`config.mk`:
```
export PLATFORM = sky130hd
export DESIGN_NAME = pi_digit_server
export DESIGN_NICKNAME = d
export VERILOG_FILES = /design/src/rtl/pi_disp_pkg.sv /design/src/rtl/pi_digit_server_limb_to_bcd.sv /design/src/rtl/pi_digit_server.sv
export SDC_FILE = /design/constraint.sdc
export NUM_CORES = 1
export LEC_CHECK = 0
export ABC_AREA = 1
export CORE_MARGIN = 2
export CORE_UTILIZATION = 54
export DETAILED_ROUTE_END_ITERATION = 10
export PLACE_DENSITY = 0.89
export REMOVE_ABC_BUFFERS = 1
export SYNTH_ARGS = -nofsm -noshare
export SYNTH_HDL_FRONTEND = slang
export SYNTH_SLANG_ARGS = --single-unit
```
`constraint.sdc`:
```
create_clock -name clk -period 2.49 [get_ports clk]
set_clock_uncertainty 0.05 [all_clocks]
set_input_delay 0.498 -clock clk [delete_from_list [all_inputs] [get_ports clk]]
set_output_delay 0.498 -clock clk [all_outputs]
set_load 0.005 [all_outputs]
```
`src/rtl/pi_disp_pkg.sv`:
```
// Shared parameters, FSM state encoding and digit helpers for the pi digit server.
// Geometry matches the result RAM of the multi-precision calculator.
package pi_disp_pkg;
    localparam int L        = 47;
    localparam int N        = 10;
    localparam int ADR_BITS = 6;
    localparam int RAMDELAY = 2;
    localparam int IDX_BITS = 9;

    localparam int RD_CNT_BITS = (RAMDELAY > 1) ? $clog2(RAMDELAY) : 1;

    localparam logic [3:0]          DIGIT_INVALID = 4'hF;
    localparam logic [IDX_BITS-1:0] IDX_LIMIT     = IDX_BITS'(3 * L);
    localparam logic [IDX_BITS-1:0] TOP_LIMB      = IDX_BITS'(L - 1);

    typedef enum logic [2:0] {
        IDLE,
        RD_WAIT,
        CAPTURE,
        CONV_H,
        CONV_T,
        RESP
    } state_t;

    // pos 0 is the hundreds digit of a limb, 2 the ones digit.
    function automatic logic [3:0] pick_digit(input logic [1:0] pos,
                                              input logic [3:0] h,
                                              input logic [3:0] t,
                                              input logic [3:0] o);
        case (pos)
            2'd0:    return h;
            2'd1:    return t;
            2'd2:    return o;
            default: return DIGIT_INVALID;
        endcase
    endfunction
endpackage

```
`src/rtl/pi_digit_server_limb_to_bcd.sv`:
```
// Sequential base-1000 to three-digit BCD converter: repeated subtraction of
// 100 then 10, one step per cycle, remainder is the ones digit.
module limb_to_bcd
    import pi_disp_pkg::*;
(
    input  logic         clk,
    input  logic         rst,
    input  logic         start,
    input  logic         abort,
    input  logic [N-1:0] value,
    output logic         tens_next,
    output logic         done,
    output logic         bad,
    output logic [3:0]   h,
    output logic [3:0]   t,
    output logic [3:0]   o
);
    typedef enum logic [1:0] {PH_IDLE, PH_H, PH_T} phase_t;

    phase_t       phase_reg;
    logic [N-1:0] w_reg;

    assign bad       = (value >= N'(1000));
    assign tens_next = (phase_reg == PH_H) && (w_reg < N'(100));
    assign done      = (phase_reg == PH_T) && (w_reg < N'(10));
    assign o         = w_reg[3:0];

    always_ff @(posedge clk or posedge rst) begin
        if (rst) begin
            phase_reg <= PH_IDLE;
            w_reg     <= '0;
            h         <= 4'd0;
            t         <= 4'd0;
        end else if (abort) begin
            phase_reg <= PH_IDLE;
        end else if (start) begin
            w_reg     <= value;
            h         <= 4'd0;
            t         <= 4'd0;
            phase_reg <= bad ? PH_IDLE : PH_H;
        end else begin
            case (phase_reg)
                PH_H: begin
                    if (w_reg >= N'(100)) begin
                        w_reg <= w_reg - N'(100);
                        h     <= h + 4'd1;
                    end else begin
                        phase_reg <= PH_T;
                    end
                end
                PH_T: begin
                    if (w_reg >= N'(10)) begin
                        w_reg <= w_reg - N'(10);
                        t     <= t + 4'd1;
                    end else begin
                        phase_reg <= PH_IDLE;
                    end
                end
                default: phase_reg <= PH_IDLE;
            endcase
        end
    end
endmodule

```
`src/rtl/pi_digit_server.sv`:
```
// Serves single decimal digits of the finished result to the text renderer,
// fetching one limb at a time and keeping the last converted limb cached.
module pi_digit_server
    import pi_disp_pkg::*;
(
    input  logic                clk,
    input  logic                rst,
    input  logic                calc_done,
    output logic [ADR_BITS-1:0] ram_rdadd,
    input  logic [N-1:0]        ram_q,
    input  logic                req,
    input  logic [IDX_BITS-1:0] req_idx,
    output logic                ack,
    output logic [3:0]          digit,
    output logic                err,
    output logic                busy
);
    state_t                 state_reg;
    logic [RD_CNT_BITS-1:0] rd_cnt_reg;
    logic [1:0]             pos_reg;
    logic [ADR_BITS-1:0]    limb_reg;

    logic                   cache_valid_reg;
    logic                   cache_bad_reg;
    logic [ADR_BITS-1:0]    cache_tag_reg;
    logic [3:0]             cache_h_reg;
    logic [3:0]             cache_t_reg;
    logic [3:0]             cache_o_reg;

    logic [ADR_BITS-1:0]    req_limb;
    logic [1:0]             req_pos;
    logic                   out_of_range;
    logic                   cache_hit;

    logic                   conv_tens_next;
    logic                   conv_done;
    logic                   conv_bad;
    logic [3:0]             conv_h;
    logic [3:0]             conv_t;
    logic [3:0]             conv_o;

    // Limb L-1 carries the integer part, so digit index 0 maps to the top limb.
    assign req_limb     = ADR_BITS'(TOP_LIMB - req_idx / IDX_BITS'(3));
    assign req_pos      = 2'(req_idx % IDX_BITS'(3));
    assign out_of_range = (req_idx >= IDX_LIMIT);
    assign cache_hit    = cache_valid_reg && (cache_tag_reg == req_limb);

    limb_to_bcd u_conv (
        .clk       (clk),
        .rst       (rst),
        .start     (state_reg == CAPTURE),
        .abort     (!calc_done),
        .value     (ram_q),
        .tens_next (conv_tens_next),
        .done      (conv_done),
        .bad       (conv_bad),
        .h         (conv_h),
        .t         (conv_t),
        .o         (conv_o)
    );

    always_ff @(posedge clk or posedge rst) begin
        if (rst) begin
            state_reg       <= IDLE;
            rd_cnt_reg      <= '0;
            pos_reg         <= 2'd0;
            limb_reg        <= '0;
            cache_valid_reg <= 1'b0;
            cache_bad_reg   <= 1'b0;
            cache_tag_reg   <= '0;
            cache_h_reg     <= 4'd0;
            cache_t_reg     <= 4'd0;
            cache_o_reg     <= 4'd0;
            ram_rdadd       <= '0;
            ack             <= 1'b0;
            digit           <= 4'd0;
            err             <= 1'b0;
            busy            <= 1'b0;
        end else begin
            ack <= 1'b0;
            // The RAM may be rewritten once the calculator leaves its end state.
            if (!calc_done)
                cache_valid_reg <= 1'b0;

            if (!calc_done && state_reg != IDLE) begin
                state_reg <= IDLE;
                busy      <= 1'b0;
            end else begin
                case (state_reg)
                    IDLE: begin
                        if (req && calc_done) begin
                            pos_reg  <= req_pos;
                            limb_reg <= req_limb;
                            busy     <= 1'b1;
                            if (out_of_range) begin
                                state_reg <= RESP;
                                ack       <= 1'b1;
                                digit     <= DIGIT_INVALID;
                                err       <= 1'b1;
                            end else if (cache_hit) begin
                                state_reg <= RESP;
                                ack       <= 1'b1;
                                digit     <= cache_bad_reg ? DIGIT_INVALID :
                                             pick_digit(req_pos, cache_h_reg, cache_t_reg, cache_o_reg);
                                err       <= cache_bad_reg;
                            end else begin
                                ram_rdadd  <= req_limb;
                                rd_cnt_reg <= '0;
                                state_reg  <= RD_WAIT;
                            end
                        end
                    end
                    RD_WAIT: begin
                        if (rd_cnt_reg == RD_CNT_BITS'(RAMDELAY - 1))
                            state_reg <= CAPTURE;
                        else
                            rd_cnt_reg <= rd_cnt_reg + 1'b1;
                    end
                    CAPTURE: begin
                        if (conv_bad) begin
                            cache_valid_reg <= 1'b1;
                            cache_bad_reg   <= 1'b1;
                            cache_tag_reg   <= limb_reg;
                            state_reg       <= RESP;
                            ack             <= 1'b1;
                            digit           <= DIGIT_INVALID;
                            err             <= 1'b1;
                        end else begin
                            state_reg <= CONV_H;
                        end
                    end
                    CONV_H: begin
                        if (conv_tens_next)
                            state_reg <= CONV_T;
                    end
                    CONV_T: begin
                        if (conv_done) begin
                            cache_valid_reg <= 1'b1;
                            cache_bad_reg   <= 1'b0;
                            cache_tag_reg   <= limb_reg;
                            cache_h_reg     <= conv_h;
                            cache_t_reg     <= conv_t;
                            cache_o_reg     <= conv_o;
                            state_reg       <= RESP;
                            ack             <= 1'b1;
                            digit           <= pick_digit(pos_reg, conv_h, conv_t, conv_o);
                            err             <= 1'b0;
                        end
                    end
                    RESP: begin
                        state_reg <= IDLE;
                        busy      <= 1'b0;
                    end
                    default: begin
                        state_reg <= IDLE;
                        busy      <= 1'b0;
                    end
                endcase
            end
        end
    end
endmodule

```
==> out/results.txt, run 1 <==
Syn Area/Cell = 6.81 µm²
CTS buffer count = 9
Ports = 36
Root Driver = clkbuf_8
Port Buffers = 35
Cells after Synth = 697
grt total ovfl = 35
hpwl dp = 9.81 mm
Post-CTS Hold Fix Bufs = 0
post-synthesis sequential area ratio = 0.343
Worst EP kind = register input
#FFs+latches synth = 65
All-Layer GR Usage = 0.767
H-tree depth = 3
FP Rows = 34
status = did not finish
Die H = 97.7 µm
Most used DFF post-synth = dfrtp_1
TritonCTS Sinks = 65
die extent in x = 97.7 µm
EDFF count, synth = 0
synth unique cells = 45
tool error = [ERROR GRT-0232] Routing congestion too high. Check the congestion heatmap in the GUI.
worst setup endpoint GRT = ram_rdadd[5]$_DFFE_PP0P_/D
largest net degree at the start of global routing = 34
DP Area = 5720 µm²
GPL Wtd Cong = 0.926
starting density of the core = 0.549
Failed at = 5_1_grt
Bufs on Longest Clock Path = 2
synth top area cells = dfrtp_1, nand2_1, inv_1
area share of the largest cell type after synthesis = 0.343
asr flop ratio synth = 1.00
YS warnings = 0
cell taking the most area after synthesis = dfrtp_1
Cell Area, Synth = 4740 µm²
==> synth_stat cells (all sizes together) (2+ instances only) <==
cell type,n
nor4,2
o21bai,7
nor2,72
or2,2
xor2,5
o21a,2
nand2,216
o31ai,2
nand3b,2
nor3,7
ha,13
o221ai,6
nand3,66
inv,106
dfrtp,65
clkbuf,12
nand4,15
o21ai,62
o211ai,2
a21oi,20
==> through the flow <==
stage                     worst slack [ns]  TNS, ns  instances
after floorplan                      -2.74   -50.94        684
after global placement               -3.26   -63.41        899
after detailed placement             -3.63   -71.26        899
after CTS                            -2.74   -52.60       1016
==> routing by layer <==
metal / global-route usage / GRT overflow
met5: 0.349 / 0
met4: 0.752 / 11
met3: 0.666 / 2
met2: 0.920 / 21
met1: 0.742 / 1
==> kinds of logic after synthesis <==
logic type / count (synthesis) / synth area share
XOR/XNOR: 5 / 0.00923
adder cells (fa/ha/maj): 13 / 0.0343
buffers and inverters: 120 / 0.0958
flip-flops: 65 / 0.343
AND/OR/NAND/NOR: 384 / 0.380
AO/OA/AOI/OAI: 110 / 0.138
==> timing repair <==
item	4_1_cts
gates resized for setup	151
pin swaps	49
setup buffers	109
endpoints found under the setup margin	22
==> run 2: changes to the inputs <==
--- a/config.mk
+++ b/config.mk
@@ -7,9 +7,9 @@
 export LEC_CHECK = 0
 export ABC_AREA = 1
 export CORE_MARGIN = 2
-export CORE_UTILIZATION = 54
+export CORE_UTILIZATION = 40
 export DETAILED_ROUTE_END_ITERATION = 10
-export PLACE_DENSITY = 0.89
+export PLACE_DENSITY_LB_ADDON = 0.15
 export REMOVE_ABC_BUFFERS = 1
 export SYNTH_ARGS = -nofsm -noshare
 export SYNTH_HDL_FRONTEND = slang
==> constraint.sdc (replaced) <==
create_clock -name clk -period 3.25 [get_ports clk]
set_clock_uncertainty 0.05 [all_clocks]
set_input_delay 0.65 -clock clk [delete_from_list [all_inputs] [get_ports clk]]
set_output_delay 0.65 -clock clk [all_outputs]
set_load 0.005 [all_outputs]
==> run 2 against run 1 <==
Effect of this change:
- area after synthesis did not move
- the flow now finishes, with violations (DRC, setup timing)
- synthesized cell count unchanged
==> out/results.txt, run 2 <==
final instance area = 7200 µm²
Port Buffers = 35
Least-Margin Pin Slew = 0.706 ns
EDFF count, synth = 0
Post-DRT Antenna Nets = 0
violated checks = DRC, setup timing
most frequent cells in the layout = nand2_1, buf_4, inv_1
Comb pwr share = 0.563
slowest CP cell = nor3_4
drt initial violations = 343
FMAX = 175 MHz
Root Driver = clkbuf_16
core area = 11500 µm²
Worst EP required = 3.42 ns
CTS tree = done
cell taking the most area after synthesis = dfrtp_1
via count = 5344
Ports = 36
relative slew slack = 0.529
post-synthesis sequential area ratio = 0.343
final wirelength = 15.5 mm
YS warnings = 0
area share of the largest cell type after synthesis = 0.343
clock period minus worst slack = 5.72 ns
reg2reg setup slack = 0.79 ns
Critical Path Sink Type = flip-flop
antenna cells = 0
setup TNS = -44.17 ns
Most used DFF post-synth = dfrtp_1
H-tree depth = 3
Syn Area/Cell = 6.81 µm²
synth unique cells = 45
CP startpoint kind = input port
synth top area cells = dfrtp_1, nand2_1, inv_1
Cells after Synth = 697
VDD IR-drop max = 0.000378 V
Finish-stage setup viols = 22
nets@finish = 909
max FFs per register = 10
commonest non-fill, non-tap cell in the layout = nand2_1
Cell Area, Synth = 4740 µm²
Flop pwr share = 0.251
most numerous cell in the Yosys netlist = nand2_1
multi-input logic area = 3240 µm²
GPL Wtd Cong = 0.876
via/cell ratio = 5.23
DRC Markers = 4
crit path kind = in2reg
Post-CTS Hold Fix Bufs = 0
Max Slew Vio Count = 0
starting density of the core = 0.412
Clock power frac = 0.186
#FFs+latches synth = 65
Final period util = 1.76
CTS buffer count = 9
Power, Total = 5.41 mW
Clk Latency, worst-skew pair = 0.33 ns
power density over cell area = 752 nW/µm²
hpwl dp = 9.55 mm
RSZ-0062 raised after global routing = yes
storage element area = 1630 µm²
Worst Slack Setup Final = -2.47 ns
smallest hold slack = 0.430 ns
Power Internal = 3.12 mW
worst-path maximum fanout = 3
Worst EP arrival = 5.90 ns
Pleak = 3.62 nW
# fillers = 937
first-pass GRT wire length = 24.7 mm
die extent in x = 113 µm
Crit path largest cell delay = 0.23 ns
Bufs on Longest Clock Path = 2
NetSw = 2.29 mW
die area = 12700 µm²
status = finished with violations
asr flop ratio synth = 1.00
Post-Route Utilization = 0.625
final hold vios = 0
DR WL/cell = 15.1 µm
FP Rows = 39
area delta synth->final = 51.7%
grt total ovfl = 0
initial antenna violation count = 0
DP Area = 5740 µm²
most used cell, CP = buf_4
largest net degree at the start of global routing = 36
All-Layer GR Usage = 0.238
Die H = 113 µm
fraction of layout cells with a size suffix above 1 = 0.352
maxcap violations = 0
detailed-router iteration count before antenna repair = 8
HP Class = reg2reg
Commonest cells post-synth = nand2_1, inv_1, dfrtp_1
vias in the first global route = 5269
switching share of power = 0.424
TritonCTS Sinks = 65
CTS clk-pin slew, worst paths = 0.05 ns
==> run 2: cell counts after synthesis <==
Identical to the previous run, type by type.
==> run 2: layer usage <==
layer / GRT usage / up-vias / share of wire
li1: - / 2618 / -
met1: 0.302 / 2535 / 0.43
met2: 0.404 / 149 / 0.49
met3: 0.0471 / 42 / 0.047
met4: 0.0894 / 0 / 0.033
met5: 0 / - / 0
==> run 2: worst paths after layout <==
check / cells after the start / from / endpoint
min in group asynchronous: 2 / rst / ram_rdadd[4]
min: 2 / ram_rdadd[4] / ram_rdadd[4]
max in group asynchronous: 3 / rst / cache_h_reg[0]
min reg2reg: 2 / ram_rdadd[4] / ram_rdadd[4]
max reg2reg: 13 / u_conv.w_reg[2] / u_conv.w_reg[8]
max: 44 / req_idx[6] / digit[0]
==> run 2: critical path: cells and delay by family <==
kind	cells	cell delay, ns
compound gates	1	0.19
buf+inv	32	3.98
simple gates	11	1.05
==> run 2: cell families (layout without fill, tap and decap cells) <==
logic type,count (synthesis),after routing,share of synthesized area
AOI/OAI and AO/OA,110,110,0.138
xor gates and xnor gates,5,5,0.00923
adders and majority gates,13,13,0.0343
and+or+nand+nor,384,384,0.380
DFF,65,65,0.343
buffers and inverters,120,301,0.0958
==> run 2: per-stage QoR <==
| step | cells | setup WS [ns] |
|---|---|---|
| 4_1_cts | 1013 | -2.01 |
| 6_report | 1021 | -2.47 |
| 3_5_place_dp | 929 | -2.94 |
| 2_1_floorplan | 684 | -2.13 |
| 3_3_place_gp | 929 | -2.70 |
| 5_1_grt | 1021 | -2.67 |
==> run 2: final cells by class <==
class / count / share of cell area
Tap cell: 143 / 0.0249
Clock buffer: 13 / 0.0334
Inverter: 107 / 0.0562
Timing Repair Buffer: 178 / 0.200
Sequential cell: 65 / 0.226
Clock inverter: 3 / 0.00904
Multi-Input combinational cell: 512 / 0.451
==> run 2: power groups by stage <==
stage | Sequential [mW] | Clock, mW | Combinational [mW]
2_1_floorplan | 1.30 | 0 | 1.57
3_3_place_gp | 1.35 | 0 | 2.37
3_5_place_dp | 1.36 | 0 | 2.40
4_1_cts | 1.35 | 1.03 | 2.81
5_1_grt | 1.40 | 1.06 | 3.38
6_report | 1.36 | 1.01 | 3.05
==> run 2: repair_timing <==
item / in CTS / in global routing
cloned: 0 / 0
hold endpoints to repair: 0 / 0
endpoints found under the setup margin: 22 / 22
buffers inserted: 70 / 8
resized for setup: 138 / 52
pin swaps: 57 / 36
Power figures use the tool's default switching activity.
